$ cat src/rtl/uart_cfg_pkg.sv
// Shared definitions for the configurable UART transmitter and its planned receiver.
// Frame state encoding, parity-mode constants and frame-length helper.
package uart_cfg_pkg;

    typedef enum logic [2:0] {
        IDLE,
        HOLD_WAIT,
        START,
        DATA,
        PARITY,
        STOP
    } tx_state_e;

    localparam int PAR_NONE = 0;
    localparam int PAR_EVEN = 1;
    localparam int PAR_ODD  = 2;

    function automatic int frame_bits(
        input int data_bits,
        input int parity_mode,
        input int stop_bits
    );
        return 1 + data_bits + ((parity_mode != PAR_NONE) ? 1 : 0) + stop_bits;
    endfunction

endpackage

$ cat src/rtl/uart_tx_cfg_baud_gen.sv
// Bit-period counter: runs 0..CLKS_PER_BIT-1, pulses bit_tick on the last count.
// clear forces the count back to zero so every state starts a fresh bit period.
module uart_baud_gen #(
    parameter int CLKS_PER_BIT = 434
) (
    input  logic clock,
    input  logic reset,
    input  logic clear,
    output logic bit_tick
);

    localparam int CW = $clog2(CLKS_PER_BIT);
    localparam logic [CW-1:0] LAST = CW'(CLKS_PER_BIT - 1);

    logic [CW-1:0] cnt;

    always_ff @(posedge clock or posedge reset) begin
        if (reset) begin
            cnt <= '0;
        end else if (clear || bit_tick) begin
            cnt <= '0;
        end else begin
            cnt <= cnt + 1'b1;
        end
    end

    assign bit_tick = (cnt == LAST);

endmodule

$ cat src/rtl/uart_tx_cfg.sv
// Parametrised UART transmitter (data width, parity, stop bits, baud divisor).
// Optional line-break request enabled by defining UART_TX_BREAK_EN.
module uart_tx_cfg
    import uart_cfg_pkg::*;
#(
    parameter int CLKS_PER_BIT = 434,
    parameter int DATA_BITS    = 8,
    parameter int PARITY_MODE  = 0,
    parameter int STOP_BITS    = 1
) (
    input  logic                 clock,
    input  logic                 reset,
    input  logic [DATA_BITS-1:0] data_in,
    input  logic                 send,
    input  logic                 hold,
`ifdef UART_TX_BREAK_EN
    input  logic                 break_req,
`endif
    output logic                 busy,
    output logic                 done,
    output logic                 data_out
);

    if (CLKS_PER_BIT < 2) begin : g_bad_clks
        $error("uart_tx_cfg: CLKS_PER_BIT must be >= 2");
    end
    if (DATA_BITS < 5 || DATA_BITS > 9) begin : g_bad_data
        $error("uart_tx_cfg: DATA_BITS must be 5..9");
    end
    if (PARITY_MODE < PAR_NONE || PARITY_MODE > PAR_ODD) begin : g_bad_par
        $error("uart_tx_cfg: PARITY_MODE must be 0, 1 or 2");
    end
    if (STOP_BITS < 1 || STOP_BITS > 2) begin : g_bad_stop
        $error("uart_tx_cfg: STOP_BITS must be 1 or 2");
    end

    localparam int BW = $clog2(DATA_BITS);
    localparam logic [BW-1:0] LAST_BIT = BW'(DATA_BITS - 1);
    localparam logic ODD       = (PARITY_MODE == PAR_ODD);
    localparam logic HAS_PAR   = (PARITY_MODE != PAR_NONE);
    localparam logic LAST_STOP = (STOP_BITS == 2);

    tx_state_e            state, state_n;
    logic [DATA_BITS-1:0] shreg, shreg_n;
    logic [BW-1:0]        bit_idx, bit_n;
    logic                 stop_idx, stop_n;
    logic                 par_q, par_n;
    logic                 done_n;
    logic                 line_n;
    logic                 bit_tick;
    logic                 baud_clr;
    logic                 brk_active;

`ifdef UART_TX_BREAK_EN
    assign brk_active = break_req && (state == IDLE);
`else
    assign brk_active = 1'b0;
`endif

    // Counter is held at zero while waiting so START always gets a full bit.
    assign baud_clr = (state_n != state) || (state == IDLE) ||
                      (state == HOLD_WAIT);

    uart_baud_gen #(
        .CLKS_PER_BIT(CLKS_PER_BIT)
    ) u_baud (
        .clock   (clock),
        .reset   (reset),
        .clear   (baud_clr),
        .bit_tick(bit_tick)
    );

    always_comb begin
        state_n = state;
        shreg_n = shreg;
        bit_n   = bit_idx;
        stop_n  = stop_idx;
        par_n   = par_q;
        done_n  = 1'b0;
        unique case (state)
            IDLE: begin
                if (send && !brk_active) begin
                    shreg_n = data_in;
                    par_n   = (^data_in) ^ ODD;
                    bit_n   = '0;
                    stop_n  = 1'b0;
                    state_n = hold ? HOLD_WAIT : START;
                end
            end
            HOLD_WAIT: begin
                if (!hold) state_n = START;
            end
            START: begin
                if (bit_tick) state_n = DATA;
            end
            DATA: begin
                if (bit_tick) begin
                    if (bit_idx == LAST_BIT) begin
                        state_n = HAS_PAR ? PARITY : STOP;
                    end else begin
                        bit_n   = bit_idx + 1'b1;
                        shreg_n = shreg >> 1;
                    end
                end
            end
            PARITY: begin
                if (bit_tick) state_n = STOP;
            end
            STOP: begin
                if (bit_tick) begin
                    if (stop_idx == LAST_STOP) begin
                        state_n = IDLE;
                        done_n  = 1'b1;
                    end else begin
                        stop_n = 1'b1;
                    end
                end
            end
            default: state_n = IDLE;
        endcase

        // Line value is computed for the state being entered, then registered.
        unique case (state_n)
            START:   line_n = 1'b0;
            DATA:    line_n = shreg_n[0];
            PARITY:  line_n = par_n;
            default: line_n = 1'b1;
        endcase
        if (brk_active && state_n == IDLE) line_n = 1'b0;
    end

    always_ff @(posedge clock or posedge reset) begin
        if (reset) begin
            state    <= IDLE;
            shreg    <= '0;
            bit_idx  <= '0;
            stop_idx <= 1'b0;
            par_q    <= 1'b0;
            done     <= 1'b0;
            data_out <= 1'b1;
        end else begin
            state    <= state_n;
            shreg    <= shreg_n;
            bit_idx  <= bit_n;
            stop_idx <= stop_n;
            par_q    <= par_n;
            done     <= done_n;
            data_out <= line_n;
        end
    end

    assign busy = (state != IDLE);

endmodule

$ cat config.mk
export PLATFORM = sky130hd
export DESIGN_NAME = uart_tx_cfg
export DESIGN_NICKNAME = d
export VERILOG_FILES = /design/src/rtl/uart_cfg_pkg.sv /design/src/rtl/uart_tx_cfg_baud_gen.sv /design/src/rtl/uart_tx_cfg.sv
export SDC_FILE = /design/constraint.sdc
export NUM_CORES = 1
export LEC_CHECK = 0
export ABC_AREA = 1
export CAP_MARGIN = 10
export CORE_ASPECT_RATIO = 0.5
export CORE_UTILIZATION = 34
export DETAILED_ROUTE_END_ITERATION = 10
export GPL_ROUTABILITY_DRIVEN = 0
export GPL_TIMING_DRIVEN = 0
export PLACE_DENSITY = 0.51
export SYNTH_ARGS = -nofsm -noshare
export SYNTH_HDL_FRONTEND = slang
export SYNTH_SLANG_ARGS = --single-unit
$ cat constraint.sdc
create_clock -name clock -period 1.7 [get_ports clock]
set_input_delay 0.17 -clock clock [delete_from_list [all_inputs] [get_ports clock]]
set_output_delay 0.17 -clock clock [all_outputs]
set_load 0.005 [all_outputs]
-- After elaboration in Yosys (flattened, before gate mapping)
Cells that the tools add are included.
Widths: inputs -> output; s select.
- equality and inequality tests: 15
- add/sub/neg operators: 2
- reduce and logical (&&, ||, !) cells: 10
- multiplexer cells: 29
- operators with widths (cell ; count):
    $mux 3 ; 11
    $mux 8 ; 3
    $pmux 3 s6 ; 1
    $pmux 8 s2 ; 1
    $eq 3x2->1 const B ; 4
    $eq 3x3->1 const B ; 4
    $add 9x1->9 const B ; 1
    $eq 9x9->1 const B ; 1
    $mux 9 ; 1
    $mux 1 ; 8
    $reduce_xor 8->1 ; 1
    $pmux 3 s2 ; 1
    $ne 2x1->1 const B ; 2
    $ne 2x2->1 const B ; 2
    $reduce_and 4->1 ; 1
    $reduce_bool 2->1 ; 2
    $add 3x1->3 const B ; 1
    $eq 3x1->1 const B ; 1
    $logic_not 3->1 ; 1
    $logic_or 1x1->1 ; 3
    $ne 3x3->1 ; 1
    $pmux 1 s3 ; 1
    $reduce_and 3->1 ; 1
    $reduce_bool 3->1 ; 1
    2 further kinds ; 2
- output and inout port bits: 3
- bits of input ports: 12
- bits in registers: 27

-- Depth between registers and ports, before layout
- word-level depth: 9
- gate-level depth with buffers: 13
- mapped depth without buffers: 13

-- By module
Synthesis repeated with hierarchy kept, for this count alone.
- cells, all modules: 224
- area, all modules: 1624.1 um^2
- by module, submodules not included (module ; area an instance (um^2) ; cells an instance ; sequential area each (um^2) ; times used):
    uart_tx_cfg ; 1117.3 ; 155 ; 426.7 ; 1
    uart_baud_gen ; 506.7 ; 69 ; 225.2 ; 1

-- Worst setup path before layout
OpenSTA, ideal clock, no wires.
- kind: reg2reg
- start: register u_baud.cnt[1]
- end: register u_baud.cnt[0]
- cell stages (with the launch flop): 10
- setup slack: 257 ps
- library setup time: 129 ps
- clock period less this slack: 1443 ps
- data required time: 1571 ps
- data arrival time: 1314 ps
- cells stage by stage: dfrtp_1 > inv_1 > ha_1 > nand2_1 > nor2_4 > nand2_2 > nand2_2 > nand2_4 > o221ai_4 > nor2_1
- cells in the longest elaborated chain, start to end: 8
- elaborated cells between the ends (all ways): 11
- ends and longest elaborated chain (element ; line ; RTL):
    start: declaration ; uart_tx_cfg_baud_gen.sv:15 ; logic [CW-1:0] cnt;
    start signal: assignment ; uart_tx_cfg_baud_gen.sv:23 ; cnt <= cnt + 1'b1;
    $eq 9x9->1 * ; uart_tx_cfg_baud_gen.sv:27 ; assign bit_tick = (cnt == LAST);
    $mux 3 (on tied branches) ; -- ;
    $pmux 3 s6 ; uart_tx_cfg.sv:80 ; unique case (state)
    $ne 3x3->1 ; uart_tx_cfg.sv:61 ; assign baud_clr = (state_n != state) || (state == IDLE) ||
    $logic_or 1x1->1 (2 in a row) ; uart_tx_cfg.sv:61 ;
    $logic_or 1x1->1 * ; uart_tx_cfg_baud_gen.sv:20 ; end else if (clear || bit_tick) begin
    $mux 9 * ; uart_tx_cfg_baud_gen.sv:20 ;
Mark *: on every way between the ends. The rest lies on a longest branch, timed or not.
A chain may end at the register's enable or synchronous reset.

-- Worst setup path in the final report
- start: register state[2]
- end: output port busy
- cells in the longest elaborated chain, start to end: 1
- ends and longest elaborated chain (element ; line ; RTL):
    start: declaration ; uart_tx_cfg.sv:43 ; tx_state_e state, state_n;
    start signal: assignment ; uart_tx_cfg.sv:142 ; state <= state_n;
    $reduce_bool 3->1 ; uart_tx_cfg.sv:152 ; assign busy = (state != IDLE);
    end: declaration ; uart_tx_cfg.sv:19 ; output logic busy,
No other way between the ends.

==> flow_metrics.env <==
export IMPL_grt_max_degree=27
export IMPL_cts_hold_fix_buffers=0
export IMPL_fin_setup_tns_ps=0
export IMPL_ff2ff_path_depth=9
export IMPL_cp_required_ps=1530
export IMPL_ir_drop_mv=0.299
export IMPL_drt_wl_total_microns=3210
export IMPL_internal_power_uw=970
export IMPL_antenna_found_initial=0
export IMPL_path_clk_slew_ps=90
export IMPL_hold_class="input pin to async pin"
export IMPL_rr_endpoint="u_baud.cnt[4]"
export IMPL_power_share_combinational_pct=6.9
export IMPL_ant_nets=0
export IMPL_ff2ff_setup_slack_ps=140
export IMPL_hold_violations=0
export IMPL_r2r_start="u_baud.cnt[1]"
export IMPL_cts_buffer_depth=2
export IMPL_path_class="register to primary output"
export IMPL_io_pins=15
export IMPL_dieArea_sq_um=4980
export IMPL_areaGrowthSynthToFinish_pct=24.0
export IMPL_final_core_util_pct=44.4
export IMPL_ys_top_cells_by_area="dfrtp_1 39%, nand2_1 13%, inv_1 6.1%"
export IMPL_place_ws_ps=72.0
export IMPL_first_pass_iters=4
export IMPL_wire_per_inst_microns=11.3
export IMPL_grt_usage_pct=13.9
export IMPL_yosysTopAreaCellShare_pct=39.3
export IMPL_worstMarginPinSlew_ps=976
export IMPL_cp_start_kind="register"
export IMPL_syn_cell_area_sq_um=1590
export IMPL_placed_cells=271
export IMPL_syn_inst=200
export IMPL_setup_violations=0
export IMPL_cts_tree="built"
export IMPL_place_port_buffers=14
export IMPL_dr_first_iter_drc_count=47
export IMPL_fin_ws_ps=65.4
export IMPL_yosysTopAreaCell="dfrtp_1"
export IMPL_outcome="finished, final reports clean"
export IMPL_grt_remaining_overflow=0
export IMPL_fmax_ghz=0.612
export IMPL_grt_pass1_vias=1231
export IMPL_start_util_pct=35.8
export IMPL_syn_nets=216
export IMPL_die_w_microns=98.8
export IMPL_p_clk_share_pct=42.4
export IMPL_layout_nets=243
export IMPL_instances_no_fill=283
export IMPL_fillCellCount=450
export IMPL_p_seq_share_pct=50.7
export IMPL_maxSlewHeadroom_pct=34.9
export IMPL_post_route_cells_drive_above_1_share_pct=19.0
export IMPL_ys_seq_elements=26
export IMPL_cp_max_fo=7
export IMPL_drc_errors=0
export IMPL_grt_first_pass_wirelength_microns=5400
export IMPL_powerDensity_nw_per_um2=618
export IMPL_p_switching_uw=249
export IMPL_viasPerCell=4.58
export IMPL_fin_skew_ps=3.52
export IMPL_switching_share_pct=20.4
export IMPL_cp_arrival_ps=1460
export IMPL_clockRootBuffer="clkbuf_8"
export IMPL_end_kind="primary output"
export IMPL_via_count=1297
export IMPL_die_height_microns=50.4
export IMPL_antenna_cells=0
export IMPL_place_hpwl_microns=2300
export IMPL_clock_latency_ps=280
export IMPL_total_leakage_power_uw=0.000950
export IMPL_yosysWarnings=0
export IMPL_yosysSeqAreaShare_pct=41.0
export IMPL_min_period_ps=1630
export IMPL_cts_sinks=26
export IMPL_yosysUniqueCellTypes=30
export IMPL_cts_buffers_inserted=3
export IMPL_synth_avg_cell_area_sq_um=7.96
export IMPL_rows=17
export IMPL_slew_viol_final=0
export IMPL_place_area_sq_um=1800
export IMPL_h_tree_depth=1
export IMPL_drv_cap=0
export IMPL_stdcell_area_sq_um=1970
export IMPL_finalCritPeriodShare_pct=96.2
export IMPL_coreArea_sq_um=4450
-- per-layer routing --
layer  global-route usage, %  vias up  wire length (microns)  share of wire (%)
met5                       0        -                      0                  0
met4                    2.24        0                     12               0.37
met3                    3.76        3                     87                2.7
met2                    24.7       14                   1490                 46
met1                    17.2      589                   1620                 51
li1                        -      691                      -                  -
-- power by group through the flow --
stage | sequential, uW | clock [uW] | combinational (uW)
floorplan | 630 | 0 | 44.0
global placement | 630 | 0 | 84.2
detailed placement | 630 | 0 | 86.8
CTS | 618 | 538 | 87.1
global route | 618 | 560 | 98.4
finish | 618 | 517 | 84.1
-- cells in the final DEF (no fill, tap or decap), types with 3 or more instances in the layout --
cell type and count:
nand2_1 56, dfrtp_1 23, nand3_1 14, nor2_4 4, clkbuf_8 3, xor2_1 6, o221ai_1 5, ha_1 4
inv_2 3, inv_1 26, nand2_2 6, nor2_1 24, buf_4 7, clkdlybuf4s50_1 14
-- repair_timing --
| item | CTS | global route |
|---|---|---|
| cloned | 0 | 1 |
| endpoints found under the setup margin | 1 | 11 |
| buffers inserted | 0 | 7 |
| resized for setup | 2 | 7 |
| pin swaps | 0 | 2 |
-- through the flow --
stage / hold slack, ps / total power (uW)
4_1_cts: 470 / 1240
6_report: 413 / 1220
3_3_place_gp: 469 / 714
3_5_place_dp: 486 / 717
2_1_floorplan: 209 / 674
5_1_grt: 527 / 1280
-- flip-flops by register name, indices dropped and copies added (netlist names) --
signal / count
done: 1
data_out: 1
bit_idx: 3
u_baud.cnt: 9
shreg: 8
par_q: 1
state: 3
-- synth_stat cells --
| library cell | instances |
|---|---|
| xnor2_1 | 1 |
| nor2_2 | 3 |
| nor2_4 | 3 |
| o21ai_0 | 2 |
| or2_1 | 1 |
| nor4_1 | 1 |
| o211ai_2 | 1 |
| nand2_2 | 7 |
| inv_2 | 5 |
| a21oi_2 | 1 |
| nor3_2 | 1 |
| ha_1 | 4 |
| nand3_1 | 14 |
| nand4_4 | 2 |
| dfrtp_1 | 25 |
| nor2_1 | 24 |
| a21oi_1 | 1 |
| o22ai_1 | 1 |
| xor2_1 | 6 |
| nand2_1 | 56 |
| nand4_1 | 2 |
| o21ai_1 | 1 |
| nand3_2 | 2 |
| buf_6 | 1 |
| inv_1 | 26 |
| nand2_4 | 1 |
| o221ai_4 | 1 |
| o21a_1 | 1 |
| dfstp_2 | 1 |
| o221ai_1 | 5 |
-- logic make-up after synthesis --
family	count (synthesis)	share of synthesized area, %
simple gates	117	36.2
xor+xnor	7	3.85
buf+inv	32	8.02
fa+ha+maj	4	3.14
compound gates	14	7.86
flops	26	41.0
-- area by class of cell --
cell class | instances | area [sq um] | share of cell area, %
multi-input combinational | 143 | 848 | 43.0
timing repair buffer | 21 | 193 | 9.77
inverter | 31 | 124 | 6.28
buffer | 1 | 11.3 | 0.571
tap | 57 | 71.3 | 3.61
sequential | 26 | 654 | 33.2
clock inverter | 1 | 30.0 | 1.52
clock buffer | 3 | 41.3 | 2.09
-- how the worst max path moves through the flow --
stage,from,end,slack (ps),cells past startpoint
after floorplan,u_baud.cnt[1],u_baud.cnt[0],260,9
after global placement,u_baud.cnt[1],u_baud.cnt[8],90,9
after detailed placement,u_baud.cnt[1],u_baud.cnt[4],70,9
after CTS,state[2],busy,10,3
after global routing,u_baud.cnt[1],u_baud.cnt[0],-2,9
final,state[2],busy,70,3
-- critical path, cell delays in order, from the launching register on --
cell and delay (ps):
dfrtp_2 450, clkinv_4 100, nand3_1 120, clkdlybuf4s50_1 520
Power figures use the tool's default switching activity.
